==> config.mk <==
export PLATFORM = sky130hd
export DESIGN_NAME = xif_result_tracker
export DESIGN_NICKNAME = d
export VERILOG_FILES = /design/src/rtl/xif_result_tracker.sv
export SDC_FILE = /design/constraint.sdc
export NUM_CORES = 1
export LEC_CHECK = 0
export CAP_MARGIN = 20
export CELL_PAD_IN_SITES_DETAIL_PLACEMENT = 1
export CELL_PAD_IN_SITES_GLOBAL_PLACEMENT = 1
export CORE_UTILIZATION = 49
export CTS_CLUSTER_DIAMETER = 120
export DETAILED_ROUTE_END_ITERATION = 8
export PLACE_DENSITY_LB_ADDON = 0.1
export RECOVER_POWER = 50
export SLEW_MARGIN = 20
export SYNTH_ARGS = -nofsm -noshare
export SYNTH_HDL_FRONTEND = slang
export SYNTH_SLANG_ARGS = --single-unit
==> constraint.sdc <==
create_clock -name ck -period 7.7 [get_ports ck]
set_input_delay 1.925 -clock ck [delete_from_list [all_inputs] [get_ports ck]]
set_output_delay 1.925 -clock ck [all_outputs]
set_load 0.02 [all_outputs]
==> src/rtl/xif_result_tracker.sv <==
// xif_result_tracker: in-order tracker of in-flight XIF coprocessor instructions.
// Entries are allocated at issue, marked by commit and done transactions, and
// retired from the head either as a result to the core or silently when killed.
// Optional feature macro: XIF_TRACKER_FLUSH_EN adds a flush input that kills
// every live entry not yet committed.
module xif_result_tracker #(
    parameter int DEPTH      = 4,
    parameter int X_ID_WIDTH = 4,
    parameter int FLEN       = 32
) (
    input  logic                   ck,
    input  logic                   rst,
`ifdef XIF_TRACKER_FLUSH_EN
    input  logic                   flush,
`endif
    input  logic                   alloc_valid,
    output logic                   alloc_ready,
    input  logic [X_ID_WIDTH-1:0]  alloc_id,
    input  logic [4:0]             alloc_rd,
    input  logic                   alloc_we,
    input  logic                   commit_valid,
    input  logic [X_ID_WIDTH-1:0]  commit_id,
    input  logic                   commit_kill,
    input  logic                   done_valid,
    input  logic [X_ID_WIDTH-1:0]  done_id,
    input  logic [FLEN-1:0]        done_data,
    output logic                   result_valid,
    input  logic                   result_ready,
    output logic [X_ID_WIDTH-1:0]  result_id,
    output logic [4:0]             result_rd,
    output logic                   result_we,
    output logic [FLEN-1:0]        result_data,
    output logic [$clog2(DEPTH):0] count
);

    localparam int PTR_W = $clog2(DEPTH);
    localparam int CNT_W = PTR_W + 1;

    // Control state (reset) and per-entry payload (never reset).
    logic [PTR_W-1:0]      head_q, head_d, tail_q, tail_d;
    logic [CNT_W-1:0]      count_q, count_d;
    logic [DEPTH-1:0]      vld_q, vld_d, cmt_q, cmt_d, kill_q, kill_d, done_q, done_d;
    logic [X_ID_WIDTH-1:0] id_q   [DEPTH];
    logic [X_ID_WIDTH-1:0] id_d   [DEPTH];
    logic [4:0]            rd_q   [DEPTH];
    logic [4:0]            rd_d   [DEPTH];
    logic                  we_q   [DEPTH];
    logic                  we_d   [DEPTH];
    logic [FLEN-1:0]       data_q [DEPTH];
    logic [FLEN-1:0]       data_d [DEPTH];

    logic                  alloc_fire, retire_fire, head_killed;
    logic [DEPTH-1:0]      cmt_hit, done_hit;
    logic                  cmt_found, done_found;
    logic [PTR_W-1:0]      idx;

    // No bypass: a full tracker stays unready even while the head retires.
    assign alloc_ready = (count_q < CNT_W'(DEPTH)) && !rst;
    assign alloc_fire  = alloc_valid && alloc_ready;
    assign count       = count_q;

    assign head_killed  = vld_q[head_q] && kill_q[head_q];
    assign result_valid = vld_q[head_q] && cmt_q[head_q] && done_q[head_q] && !kill_q[head_q];
    assign retire_fire  = head_killed || (result_valid && result_ready);

    assign result_id   = result_valid ? id_q[head_q]   : '0;
    assign result_rd   = result_valid ? rd_q[head_q]   : '0;
    assign result_we   = result_valid ? we_q[head_q]   : 1'b0;
    assign result_data = result_valid ? data_q[head_q] : '0;

    // Walk entries oldest-first from head to find the commit and done targets;
    // the slot being allocated this cycle is visible to commit only.
    always_comb begin
        cmt_hit    = '0;
        done_hit   = '0;
        cmt_found  = 1'b0;
        done_found = 1'b0;
        idx        = '0;
        for (int k = 0; k < DEPTH; k++) begin
            idx = head_q + PTR_W'(k);
            if (commit_valid && !cmt_found) begin
                if ((vld_q[idx] && (id_q[idx] == commit_id)) ||
                    (alloc_fire && (idx == tail_q) && (alloc_id == commit_id))) begin
                    cmt_hit[idx] = 1'b1;
                    cmt_found    = 1'b1;
                end
            end
            if (done_valid && !done_found) begin
                if (vld_q[idx] && !done_q[idx] && (id_q[idx] == done_id)) begin
                    done_hit[idx] = 1'b1;
                    done_found    = 1'b1;
                end
            end
        end
    end

    // Per-entry next state: allocate, then apply commit/done/flush, then retire.
    always_comb begin
        vld_d  = vld_q;
        cmt_d  = cmt_q;
        kill_d = kill_q;
        done_d = done_q;
        for (int i = 0; i < DEPTH; i++) begin
            id_d[i]   = id_q[i];
            rd_d[i]   = rd_q[i];
            we_d[i]   = we_q[i];
            data_d[i] = data_q[i];
            if (alloc_fire && (tail_q == PTR_W'(i))) begin
                vld_d[i]  = 1'b1;
                id_d[i]   = alloc_id;
                rd_d[i]   = alloc_rd;
                we_d[i]   = alloc_we;
                cmt_d[i]  = 1'b0;
                kill_d[i] = 1'b0;
                done_d[i] = 1'b0;
            end
            if (cmt_hit[i]) begin
                cmt_d[i] = 1'b1;
                if (commit_kill) begin
                    kill_d[i] = 1'b1;
                end
            end
            if (done_hit[i]) begin
                done_d[i] = 1'b1;
                data_d[i] = done_data;
            end
`ifdef XIF_TRACKER_FLUSH_EN
            // Using cmt_d lets a same-cycle non-kill commit shield its entry.
            if (flush && vld_d[i] && !cmt_d[i]) begin
                kill_d[i] = 1'b1;
            end
`endif
            if (retire_fire && (head_q == PTR_W'(i))) begin
                vld_d[i] = 1'b0;
            end
        end
    end

    // Pointer and occupancy bookkeeping; head and tail wrap independently.
    always_comb begin
        head_d  = retire_fire ? head_q + PTR_W'(1) : head_q;
        tail_d  = alloc_fire  ? tail_q + PTR_W'(1) : tail_q;
        count_d = count_q;
        if (alloc_fire && !retire_fire) begin
            count_d = count_q + CNT_W'(1);
        end else if (!alloc_fire && retire_fire) begin
            count_d = count_q - CNT_W'(1);
        end
    end

    // Control registers; reset wins over every concurrent transaction.
    always_ff @(posedge ck) begin
        if (rst) begin
            head_q  <= '0;
            tail_q  <= '0;
            count_q <= '0;
            vld_q   <= '0;
            cmt_q   <= '0;
            kill_q  <= '0;
            done_q  <= '0;
        end else begin
            head_q  <= head_d;
            tail_q  <= tail_d;
            count_q <= count_d;
            vld_q   <= vld_d;
            cmt_q   <= cmt_d;
            kill_q  <= kill_d;
            done_q  <= done_d;
        end
    end

    // Payload registers; only meaningful while the matching valid bit is set.
    always_ff @(posedge ck) begin
        for (int i = 0; i < DEPTH; i++) begin
            id_q[i]   <= id_d[i];
            rd_q[i]   <= rd_d[i];
            we_q[i]   <= we_d[i];
            data_q[i] <= data_d[i];
        end
    end

endmodule

# Yosys cells after proc, flatten, opt, wreduce, memory -nomap -nowiden
# Memory sizes are Yosys's and may differ from the RTL's. A register that Yosys moved wholly into a read port is not among the register bits.
# Cells that the tools add are included.
# word_totals
ff_bits,23
mem_bits_rw,168
inputBits,57
elab_cells,307
n_memories,4
# op_classes
add_sub_neg,6
order_cmp,9
n_eq_ne,27
mux,146
bitwise,6
reduce_logical,93
# memory_table
name,words,word_bits,rd,rd_clocked_by_memory_dff,write_ports,line_no,source
data_q,4,32,1,1,1,49,logic [FLEN-1:0] data_q [DEPTH];
rd_q,4,5,1,1,1,45,logic [4:0] rd_q [DEPTH];
id_q,4,4,4,1,1,43,logic [X_ID_WIDTH-1:0] id_q [DEPTH];
we_q,4,1,1,1,1,47,logic we_q [DEPTH];
# ops
operator,n
$mux W32,8
$mux W4,24
$reduce_or A32 Y1,3
$mux W1,70
$logic_and A1 B1 Y1,47
$mux W2,20
$mux W5,8
$eq A4 B4 Y1,9
$or A4 B4 Y4,6
$bmux W1 S2,10
$reduce_bool A2 Y1,9
$reduce_or A5 Y1,3
$logic_not A1 Y1,14
$lt A2 B3 Y1 const B,4
$reduce_or A4 Y1,3
$demux W1 S2,4
$eq A2 B2 Y1,4
$eq A2 B2 Y1 const B,4
$ge A2 B1 Y1 const B,4
$ne A1 B1 Y1 const B,8
$reduce_or A2 Y1,4
$mux W3,2
$logic_or A1 B1 Y1,5
$add A2 B1 Y2 const B,2
7 further kinds,12

# Logic depth before layout (Yosys ltp)
# depth
word_depth,21
mapped_depth,14

# Least setup slack after synthesis
# OpenSTA, ideal clock, no wires.
# synth_timing
path_kind,input port to flip-flop
from,in done_id[1]
to,"mem data_q[3][0], enable pin"
setup_ns,0.427
t_arrival_ns,4.310
required_ns,7.273
slack_ns,2.963
stages,6
n_path_buf,1
path_cell_list,buf_1 -> xnor2_1 -> nand3b_1 -> nor4_4 -> mux2i_1 -> o21ai_1
# synth_via
elab_chain_cells,18
word_cells_on_any_way,44
classes_between,8 x eq/ne; 20 x mux; 3 x bitwise; 13 x reduce/logical
# synth_lines
item,line_no,source
from (decl),25,"input logic [X_ID_WIDTH-1:0] done_id,"
$eq A4 B4 Y1,89,if (vld_q[idx] && !done_q[idx] && (id_q[idx] == done_id)) begin
$logic_and A1 B1 Y1,89,
$mux W4 or $mux W1 (tied branches),89,
$mux W4 or $mux W1 (tied branches),88,if (done_valid && !done_found) begin
$or A4 B4 Y4 (no source line) or $logic_not A1 Y1 (tied branches),-,
$mux W4 or $logic_and A1 B1 Y1 (tied branches),"89, 88",
$mux W4 or $mux W1 (tied branches),88,
$or A4 B4 Y4 (no source line) or $logic_not A1 Y1 (tied branches),-,
$mux W4 or $logic_and A1 B1 Y1 (tied branches),"89, 88",
$mux W4 or $mux W1 (tied branches),88,
$or A4 B4 Y4 (no source line) or $logic_not A1 Y1 (tied branches),-,
$mux W4 or $logic_and A1 B1 Y1 (tied branches),"89, 88",
$mux W4 *,88,
$ne A1 B1 Y1 (no source line),-,
$reduce_or A32 Y1 (no source line),-,
$mux W2 (no source line) or $mux W1 (tied branches) (3 in a row),-,
to (decl),49,
# Every way passes the cells marked *; elsewhere a longest branch is shown, timed or not.

# Worst setup path after layout
# layout_timing
from,reg head_q[0]
to,out result_data[31]
# layout_via
elab_chain_cells,6
word_cells_on_any_way,13
classes_between,9 x mux; 4 x reduce/logical
# layout_lines
item,line_no,source
from (decl),40,"logic [PTR_W-1:0] head_q, head_d, tail_q, tail_d;"
from (signal assigned),154,head_q <= '0;
from (signal assigned),162,head_q <= head_d;
$bmux W1 S2,63,assign result_valid = vld_q[head_q] && cmt_q[head_q] && done_q[head_q] && !kill_q[head_q];
$mux W1 (not written as such),63,
$logic_and A1 B1 Y1 (2 in a row),63,
$logic_and A1 B1 Y1 *,63,
$mux W32 *,69,assign result_data = result_valid ? data_q[head_q] : '0;
to (decl),32,"output logic [FLEN-1:0] result_data,"
# Every way passes the cells marked *; elsewhere a longest branch is shown, timed or not. The select of a mux whose other input is x is not followed.

==> reports/results.txt <==
Mapped Cells: 523
DRT Pass-1 Iters: 5
FF-to-FF setup slack: 1820 ps
die area: 18700 um^2
Site Rows: 48
area grow syn2layout: 20.3%
Setup crit start kind: flop
syn_nets: 590
f_max: 167 MHz
sw power: 516 uW
post_cts resized: 0
reg-to-reg critical path startpoint: head_q[0]
die width: 137 um
vias in the first global route: 5522
root buf cell: clkbuf_16
Crit. path cell count: 6
CP required: 5780 ps
H-Tree Depth: 4
dpl hpwl: 13.1 mm
worst-case vdd ir drop: 0.152 mV
Die Ht: 137 um
leading area contributor after synthesis: edfxtp_1
clock power share: 41.5%
first-pass GRT wire length: 30.7 mm
#FFs+latches synth: 193
crit path kind: flop to output pin
CP max FO: 26
Slew HR: -0.939%
reg2reg path depth: 10
PortBufs: 103
DR DRC count: 0
area of the core: 17500 um^2
fin nets: 685
WL per Instance: 23.7 um
starting density of the core: 50.7%
DRT iter0 DRCs: 246
Min-Delay Path Class: flop to flop
top-count cell post-synth: edfxtp_1
WP buf/inv: 3
pin count of the biggest net entering global routing: 43
CP max stage cell: clkbuf_1
sequential area share after synthesis: 62.3%
Post-CTS Hold Fix Bufs: 0
Async SR Flop Fraction: 0%
I/O pin total: 104
clk sinks: 193
top cells by area, synth: edfxtp_1 (57%), mux4_2 (14%), dfxtp_1 (5.6%)
post-synth cell types: 58
Slew Limit Fails: 27
Leak: 0.00334 uW
Final Hold Viols: 0
Gate power share: 4.9%
non-filler cells, final: 856
CTS tree: built
ANT cells: 0
RSZ-0062 raised after global routing: false
total wire length: 20.3 mm
Mapped Area: 8900 um^2
failing checks: capacitance limit, slew limit
Worst Setup SP: head_q[0]
Final Setup Violations: 0
CP arrival: 4060 ps
initial antenna violation count: 3
skew final: 15.9 ps
vias after detailed routing: 5072
gr usage total: 22.8%
Worst Tran Pin Value: 1510 ps
CP delay by family, top: buffers and inverters
routability cong.: 0.851
Via-to-Cell Ratio: 5.93
Post-CTS Setup Inserts: 0
fin crit period: 5990 ps
DP Area: 10100 um^2
end of the critical path: result_data[31]
Yosys warnings: 0
synth cell count leaders: edfxtp_1 (168), mux4_2 (56), nor2b_1 (42)
Final Cell Area: 10700 um^2
Main synth FF type: edfxtp_1
Power Dens Cells: 201 nW/um^2
status: finished with violations
Post-Synthesis Mean Instance Area: 17.0 um^2
Clock Path Buffers: 2
crit end category: output pin
max incr delay on CP: 1140 ps
Worst R2R End: data_q[0][0]
# fillers: 1548
GRT overflow: 0
Synth top area share: 56.7%
period utilisation layout: 77.8%
layout cell share with drive strength beyond 1: 17.9%
TNS Setup: 0 ps
EDFF count, synth: 168
worst-skew pair later-pin latency: 440 ps
clock buffer count from CTS: 17
Clock Pin Slew Worst Setup and Hold Paths: 80 ps
# placed instances: 824
DRT antenna net count: 0
Reg power frac: 53.5%
MaxCap Viol Count: 1
crit-path cells: clkbuf_1 -> mux4_1 -> nand4_1 -> buf_4 -> nor2b_1 -> clkdlybuf4s50_1
sw frac: 24.0%
P_int: 1640 uW
-- how the worst min path moves through the flow --
stage	end	depth (start not counted)	from
after global routing	count[2]	2	count[2]
after CTS	count[2]	2	count[2]
after detailed placement	cmt_q[2]	2	cmt_q[2]
final	cmt_q[2]	2	cmt_q[2]
after floorplan	cmt_q[0]	2	cmt_q[0]
after global placement	count[2]	2	count[2]
-- logic make-up (layout without fill, tap and decap cells) --
kind of cell / Yosys count / count (layout) / share of synthesized area [%]
flops: 193 / 193 / 62.3
buf+inv: 51 / 159 / 2.64
mux: 73 / 73 / 17.2
simple gates: 108 / 108 / 7.62
compound gates: 44 / 44 / 4.37
xor+xnor: 44 / 44 / 4.33
fa+ha+maj: 10 / 10 / 1.49
-- area by class of cell --
cell class	count	area, um^2	area share, %
clock buffers	17	425	3.97
clock inverters	15	180	1.68
inverters	19	71.3	0.666
multi-input cells	279	3130	29.3
flip-flops and latches	193	5550	51.8
well taps	225	282	2.63
repair buffers	108	1060	9.95
-- power by group through the flow --
| stage | Sequential [uW] | Clock (uW) | Combinational, uW |
|---|---|---|---|
| after floorplan | 1180 | 0 | 51.5 |
| after global placement | 1180 | 0 | 107 |
| after detailed placement | 1180 | 0 | 112 |
| after CTS | 1150 | 912 | 112 |
| after global routing | 1160 | 944 | 115 |
| final | 1150 | 895 | 107 |
-- through the flow --
stage	hold WS, ps	total power (uW)	setup WS [ps]	util, %
after CTS	531	2180	2220	61.1
final	532	2160	1710	61.0
after detailed placement	516	1290	2230	57.6
after floorplan	468	1230	2960	-
after global routing	554	2210	1370	61.0
after global placement	489	1280	2280	57.6
-- cells in the final DEF (no fill, tap or decap), types with 3 or more instances in the layout --
master	Yosys	routed
a222oi_1	4	4
a31oi_1	4	4
a32oi_1	4	4
and2_1	6	5
and3_1	4	4
buf_4	0	4
clkbuf_16	0	17
clkdlybuf4s50_1	0	57
clkinv_8	0	4
dfxtp_1	25	23
dlygate4sd3_1	0	46
edfxtp_1	168	168
ha_1	9	9
inv_1	18	19
inv_6	0	3
inv_8	0	4
mux2i_1	10	10
mux4_1	6	6
mux4_2	56	56
nand2_1	10	10
nand3_1	8	7
nand3b_1	5	5
nand4_1	3	3
nor2_1	9	9
nor2b_1	42	42
nor3_1	5	5
o21ai_1	9	8
o221a_2	3	3
xnor2_1	26	26
xor2_1	18	18
-- worst min-delay path: cells and delay by family (launching register included) --
| kind | cells | cell delay, ps |
|---|---|---|
| flip-flops | 1 | 330 |
| AO/OA/AOI/OAI | 2 | 160 |
-- flip-flops by register name, summed over array words and instances (netlist names), named ones only --
register and flops:
cmt_q 4, done_q 4, id_q 16, we_q 4
kill_q 4, data_q 128, count 3, tail_q 2
vld_q 4, head_q 2, rd_q 20
-- routing by layer --
metal / wire length [um] / up-vias / GRT usage (%) / part of all wire [%]
met5: 40 / - / 0 / 0.20
met4: 281 / 6 / 7.04 / 1.4
met2: 10500 / 139 / 39.5 / 52
li1: - / 2259 / - / -
met3: 845 / 33 / 4.78 / 4.2
met1: 8630 / 2635 / 28.7 / 43
Note: power is estimated with default switching activity, not from simulation.
